### config.mk
export PLATFORM = sky130hd
export DESIGN_NAME = alu_cmd_master
export DESIGN_NICKNAME = d
export VERILOG_FILES = /design/src/rtl/alu_cmd_master.sv
export SDC_FILE = /design/constraint.sdc
export NUM_CORES = 1
export LEC_CHECK = 0
export ABC_CLOCK_PERIOD_IN_PS = 4200
export BUFFER_PORTS_ARGS = -buffer_cell sky130_fd_sc_hd__buf_2
export CAP_MARGIN = 5
export CORE_MARGIN = 2
export CORE_UTILIZATION = 40
export DETAILED_ROUTE_END_ITERATION = 16
export SYNTH_ARGS = -nofsm -noshare
export SYNTH_HDL_FRONTEND = slang
export SYNTH_SLANG_ARGS = --single-unit
### constraint.sdc
create_clock -name clk -period 4.2 [get_ports clk]
set_input_delay 0.42 -clock clk [delete_from_list [all_inputs] [get_ports clk]]
set_output_delay 0.42 -clock clk [all_outputs]
set_load 0.05 [all_outputs]
### src/rtl/alu_cmd_master.sv
// alu_cmd_master: buffers host commands in a FIFO, issues them in order to the
// ALU through a registered wdata/wvalid stage with an outstanding-command limit,
// and returns ALU results to the host through a one-entry result register.
// A flush drops queued commands, lets the staged command finish, then waits
// for all in-flight results before pulsing flush_done.
module alu_cmd_master #(
    parameter int DATA_W    = 10,
    parameter int CMD_DEPTH = 4,
    parameter int MAX_OUTST = 8
) (
    input  logic                           clk,
    input  logic                           reset,
    input  logic [DATA_W-1:0]              cmd_data,
    input  logic                           cmd_valid,
    output logic                           cmd_ready,
    output logic [DATA_W-1:0]              res_data,
    output logic                           res_valid,
    input  logic                           res_ready,
    output logic [DATA_W-1:0]              wdata,
    output logic                           wvalid,
    input  logic                           wready,
    input  logic                           rvalid,
    input  logic [DATA_W-1:0]              rdata,
    output logic                           rready,
    input  logic                           flush,
    output logic                           flush_done,
    output logic [$clog2(MAX_OUTST+1)-1:0] outst,
    output logic                           err_unexp
);

    localparam int AW = $clog2(CMD_DEPTH);
    localparam int OW = $clog2(MAX_OUTST + 1);

    typedef enum logic [1:0] {ST_RUN, ST_FLUSH_W, ST_FLUSH_R} state_t;

    state_t                           state_q, state_d;
    logic                             started_q, started_d;
    logic [CMD_DEPTH-1:0][DATA_W-1:0] mem_q, mem_d;
    logic [AW-1:0]                    wr_ptr_q, wr_ptr_d;
    logic [AW-1:0]                    rd_ptr_q, rd_ptr_d;
    logic [AW:0]                      cnt_q, cnt_d;
    logic                             wvalid_q, wvalid_d;
    logic [DATA_W-1:0]                wdata_q, wdata_d;
    logic                             res_valid_q, res_valid_d;
    logic [DATA_W-1:0]                res_data_q, res_data_d;
    logic [OW-1:0]                    outst_q, outst_d;
    logic                             err_q, err_d;

    logic          in_run, flush_now, fifo_full, fifo_empty;
    logic          push, load, w_xfer, r_xfer, r_take;
    logic [OW:0]   outst_wr;

    // Handshake qualifiers. started_q keeps cmd_ready/rready low while in
    // reset and for the edge that releases it.
    always_comb begin
        in_run     = (state_q == ST_RUN);
        flush_now  = flush && in_run;
        fifo_full  = (cnt_q == (AW+1)'(CMD_DEPTH));
        fifo_empty = (cnt_q == '0);
        cmd_ready  = started_q && !fifo_full && in_run;
        push       = cmd_valid && cmd_ready && !flush_now;
        w_xfer     = wvalid_q && wready;
        rready     = started_q && (!res_valid_q || res_ready);
        r_xfer     = rvalid && rready;
        r_take     = r_xfer && (outst_q != '0);
        // Only this edge's write transfer counts toward the limit, so a
        // returning result frees a slot one edge later.
        outst_wr   = {1'b0, outst_q} + (OW+1)'(w_xfer);
        load       = (!wvalid_q || w_xfer) && !fifo_empty && in_run && !flush_now &&
                     (outst_wr < (OW+1)'(MAX_OUTST));
    end

    // Command FIFO: a flush in RUN empties it and blocks that edge's push.
    always_comb begin
        mem_d    = mem_q;
        wr_ptr_d = wr_ptr_q;
        rd_ptr_d = rd_ptr_q;
        cnt_d    = cnt_q;
        if (flush_now) begin
            wr_ptr_d = '0;
            rd_ptr_d = '0;
            cnt_d    = '0;
        end else begin
            if (push) begin
                mem_d[wr_ptr_q] = cmd_data;
                wr_ptr_d        = wr_ptr_q + AW'(1);
            end
            if (load) rd_ptr_d = rd_ptr_q + AW'(1);
            cnt_d = cnt_q + (AW+1)'(push) - (AW+1)'(load);
        end
    end

    // Issue stage, outstanding counter, result register and sticky error.
    always_comb begin
        wvalid_d    = wvalid_q;
        wdata_d     = wdata_q;
        res_valid_d = res_valid_q;
        res_data_d  = res_data_q;
        outst_d     = outst_q;
        err_d       = err_q | (r_xfer && (outst_q == '0));
        started_d   = 1'b1;
        if (load) begin
            wvalid_d = 1'b1;
            wdata_d  = mem_q[rd_ptr_q];
        end else if (w_xfer) begin
            wvalid_d = 1'b0;
        end
        case ({w_xfer, r_take})
            2'b10:   outst_d = outst_q + OW'(1);
            2'b01:   outst_d = outst_q - OW'(1);
            default: outst_d = outst_q;
        endcase
        if (r_take) begin
            res_valid_d = 1'b1;
            res_data_d  = rdata;
        end else if (res_valid_q && res_ready) begin
            res_valid_d = 1'b0;
        end
    end

    // Flush sequencing: drop queue, finish staged write, drain results.
    always_comb begin
        state_d    = state_q;
        flush_done = 1'b0;
        case (state_q)
            ST_RUN:     if (flush) state_d = ST_FLUSH_W;
            ST_FLUSH_W: if (!wvalid_q) state_d = ST_FLUSH_R;
            ST_FLUSH_R: if (outst_q == '0) begin
                flush_done = 1'b1;
                state_d    = ST_RUN;
            end
            default:    state_d = ST_RUN;
        endcase
    end

    // State registers, all cleared by the asynchronous reset.
    always_ff @(posedge clk or negedge reset) begin
        if (!reset) begin
            state_q     <= ST_RUN;
            started_q   <= 1'b0;
            mem_q       <= '0;
            wr_ptr_q    <= '0;
            rd_ptr_q    <= '0;
            cnt_q       <= '0;
            wvalid_q    <= 1'b0;
            wdata_q     <= '0;
            res_valid_q <= 1'b0;
            res_data_q  <= '0;
            outst_q     <= '0;
            err_q       <= 1'b0;
        end else begin
            state_q     <= state_d;
            started_q   <= started_d;
            mem_q       <= mem_d;
            wr_ptr_q    <= wr_ptr_d;
            rd_ptr_q    <= rd_ptr_d;
            cnt_q       <= cnt_d;
            wvalid_q    <= wvalid_d;
            wdata_q     <= wdata_d;
            res_valid_q <= res_valid_d;
            res_data_q  <= res_data_d;
            outst_q     <= outst_d;
            err_q       <= err_d;
        end
    end

    assign wvalid    = wvalid_q;
    assign wdata     = wdata_q;
    assign res_valid = res_valid_q;
    assign res_data  = res_data_q;
    assign outst     = outst_q;
    assign err_unexp = err_q;

endmodule

==> metrics.md <==
| Metric | Value |
|---|---|
| Lkg Pwr | 1.99 nW |
| Post-route ant nets | 0 |
| CTS tree | done |
| Crit path max-delay family | simple AND/OR/NAND/NOR gates |
| Multiplexer area fraction after synthesis | 28.5% |
| Max Cap Viol | 0 |
| First-pass GRT wire length | 10400 um |
| Max frequency | 350 MHz |
| Routed via count | 2031 |
| Xor and xnor area share after synthesis | 1.24% |
| Least-Margin Pin Slew | 944 ps |
| Initial Utilization | 41.0% |
| Comb pwr share | 42.4% |
| Router iterations before antenna repair | 4 |
| CP required | 4450 ps |
| Max-slew headroom | 37.0% |
| GRT overflow | 0 |
| Antenna diodes | 0 |
| Tot GR Track Use | 14.0% |
| Adder-Cell Fraction of Synth Area | 4.31% |
| DRC Markers | 0 |
| Maximum VDD drop | 0.000312 V |
| Clock-pin slew on the worst setup and hold paths | 80 ps |
| Sequential area share after synthesis | 54.5% |
| FF+latch count, synth | 77 |
| Horiz. Die Dim | 98.1 um |
| Worst setup path start | outst[1] |
| Total wire length | 6340 um |
| Hold buffer count at cts | 0 |
| PwrDens | 747 nW/um2 |
| Final WS setup | 1340 ps |
| Main combinational cell family by area after synthesis | multiplexers |
| # setup viols final | 0 |
| Worst path cell trace | or4_1 -> nand3_1 -> inv_1 -> ha_1 -> ha_1 -> a21oi_1 -> a21oi_1 -> nor3_1 -> xor2_1 |
| Area grow syn2layout | 15.3% |
| Hold crit path type | primary input to async pin |
| Clk_skew | 10.4 ps |
| Layout cells sized above 1 | 49.5% |
| Via count of the first global-routing pass | 2073 |
| Gp weighted congestion | 0.767 |
| RSZ-0062 raised after global routing | no |
| Reg2reg start | outst[1] |
| Setup TNS | 0 ps |
| Via-per-instance ratio | 4.97 |
| Psw | 0.00123 W |
| # clock sinks | 77 |
| Mapped Nets | 274 |
| Post-Place Cell Area | 3890 um2 |
| CTS H-tree lvls | 3 |
| Yosys warning count | 0 |
| Crit path DAT | 3110 ps |
| Ports | 57 |
| Period minus WS final | 2860 ps |
| Layout Cells excl Fill | 409 |
| Drt first-iter violations | 47 |
| Status | completed |
| Number of gates resized after cts | 0 |
| Crit path launch type | register |
| Final Net Count | 334 |
| Cell taking the most area after synthesis | dfrtp_1 |
| Post-synthesis simple-gate area fraction | 6.15% |
| Post-CTS setup buffer count | 0 |
| Most frequent cell after synthesis | dfrtp_1 |
| Switching part of the total power | 40.2% |
| Worst path bufs/invs | 1 |
| # port buffers | 56 |
| Period utilization | 68.1% |
| WL/cell | 15.5 um |
| Ys flop type | dfrtp_1 |
| Slowest cell on crit path | or4_1 |
| Synthesized area | 3540 um2 |
| Sequential share of power | 39.9% |
| Pin count of the biggest net entering global routing | 78 |
| DP Wirelength | 4200 um |
| Mapped Avg Cell Area | 15.0 um2 |
| Pre-CTS WS | 1330 ps |
| Compound-Gate Fraction of Synth Area | 1.98% |
| Clk root buf | clkbuf_8 |
| Cell variety after synth | 38 |
| Worst setup EP type | register |
| Clock latency on the worst-skew pair | 330 ps |
| Mapped Cells | 236 |
| Bufs on Longest Clock Path | 2 |
| Die area | 9610 um2 |
| Worst Path Max Fanout | 12 |
| Worst path max stage delay | 570 ps |
| Async set or reset register ratio after synthesis | 100% |
| Power Internal | 0.00182 W |
| Endpoints failing hold | 0 |
| Num CTS Buffers | 9 |
| Synth top cells by count | 77 x dfrtp_1, 41 x mux2_2, 20 x mux2_4, 11 x inv_1, 10 x mux4_2 |
| Post-route cell area | 4080 um2 |
| Initial antenna violation count | 0 |
| Critical path class | register to register |
| Post-synth EDFFs | 0 |
| Hold slack | 227 ps |
| Share of the synthesized area in the top cell type | 54.5% |
| Clock power frac | 17.8% |
| Slew Limit Fails | 0 |
| Die Y | 98.1 um |
| DP Cell Count | 393 |
| Area contributors post-synth | dfrtp_1 54%, mux2_2 13%, mux2_4 8.5% |
| Num rows | 34 |
| Core area | 8640 um2 |
[layout by cell type, fill, tap and decap left out, types with 3 or more instances in the layout]
cell and count:
mux2_2 41, buf_2 55, mux2_4 20, dfrtp_1 77, nand2b_1 5, a21oi_1 5
nor2_1 4, nand3_1 3, mux4_2 10, nand2_1 8, o21ai_0 3, clkbuf_8 9
ha_1 9, inv_1 11, xor2_1 3
[routing by layer]
metal / track usage (%) / wire [um] / part of all wire (%) / vias up
li1: - / - / - / 962
met1: 18.0 / 2910 / 46 / 1044
met2: 22.9 / 3230 / 51 / 20
met3: 2.93 / 136 / 2.1 / 5
met4: 6.09 / 59 / 0.93 / 0
met5: 0 / 0 / 0 / -
[flip-flops by register name (all words and copies together) (netlist names), 2 cells and up]
name      flops
outst         4
wr_ptr_q      2
mem_q        40
cnt_q         3
wdata        10
state_q       2
res_data     10
rd_ptr_q      2
[kinds of logic (layout without fill, tap and decap cells)]
| kind of cell | Yosys count | count (layout) |
|---|---|---|
| buffers and inverters | 19 | 84 |
| AOI/OAI and AO/OA | 12 | 12 |
| muxes | 73 | 73 |
| and+or+nand+nor | 38 | 38 |
| adders and majority gates | 11 | 11 |
| xor gates and xnor gates | 5 | 5 |
| other | 1 | 1 |
| DFF | 77 | 77 |
[path summary, 6_finish.rpt]
check	endpoint	slack, ps	cells past startpoint
max	outst[3]	1340	9
min	wdata[1]	230	1
max reg2reg	outst[3]	1340	9
min reg2reg	err_unexp	480	1
max in group asynchronous	mem_q[35]	3360	1
min in group clk	res_data[3]	320	2
[power groups by stage]
stage	clock (W)	combinational [W]	sequential, W
3_3_place_gp	0	0.00129	0.00123
4_1_cts	0.000570	0.00131	0.00122
5_1_grt	0.000602	0.00138	0.00126
3_5_place_dp	0	0.00131	0.00123
2_1_floorplan	0	0.000670	0.00157
6_report	0.000541	0.00129	0.00122
[per-stage QoR]
step                      total power [W]  utilization (%)
after global placement            0.00252             45.0
after CTS                         0.00310             47.2
final                             0.00305             47.2
after floorplan                   0.00224                -
after detailed placement          0.00254             45.0
after global routing              0.00325             47.2
[cell type report]
class | count | area, um2
multi-input combinational | 140 | 1500
timing repair buffer | 57 | 290
sequential | 77 | 1930
inverter | 11 | 41.3
fill | 761 | 4560
tap | 108 | 135
clock inverter | 5 | 60.1
clock buffer | 11 | 131
No activity file was read; power rests on OpenSTA's default activity.
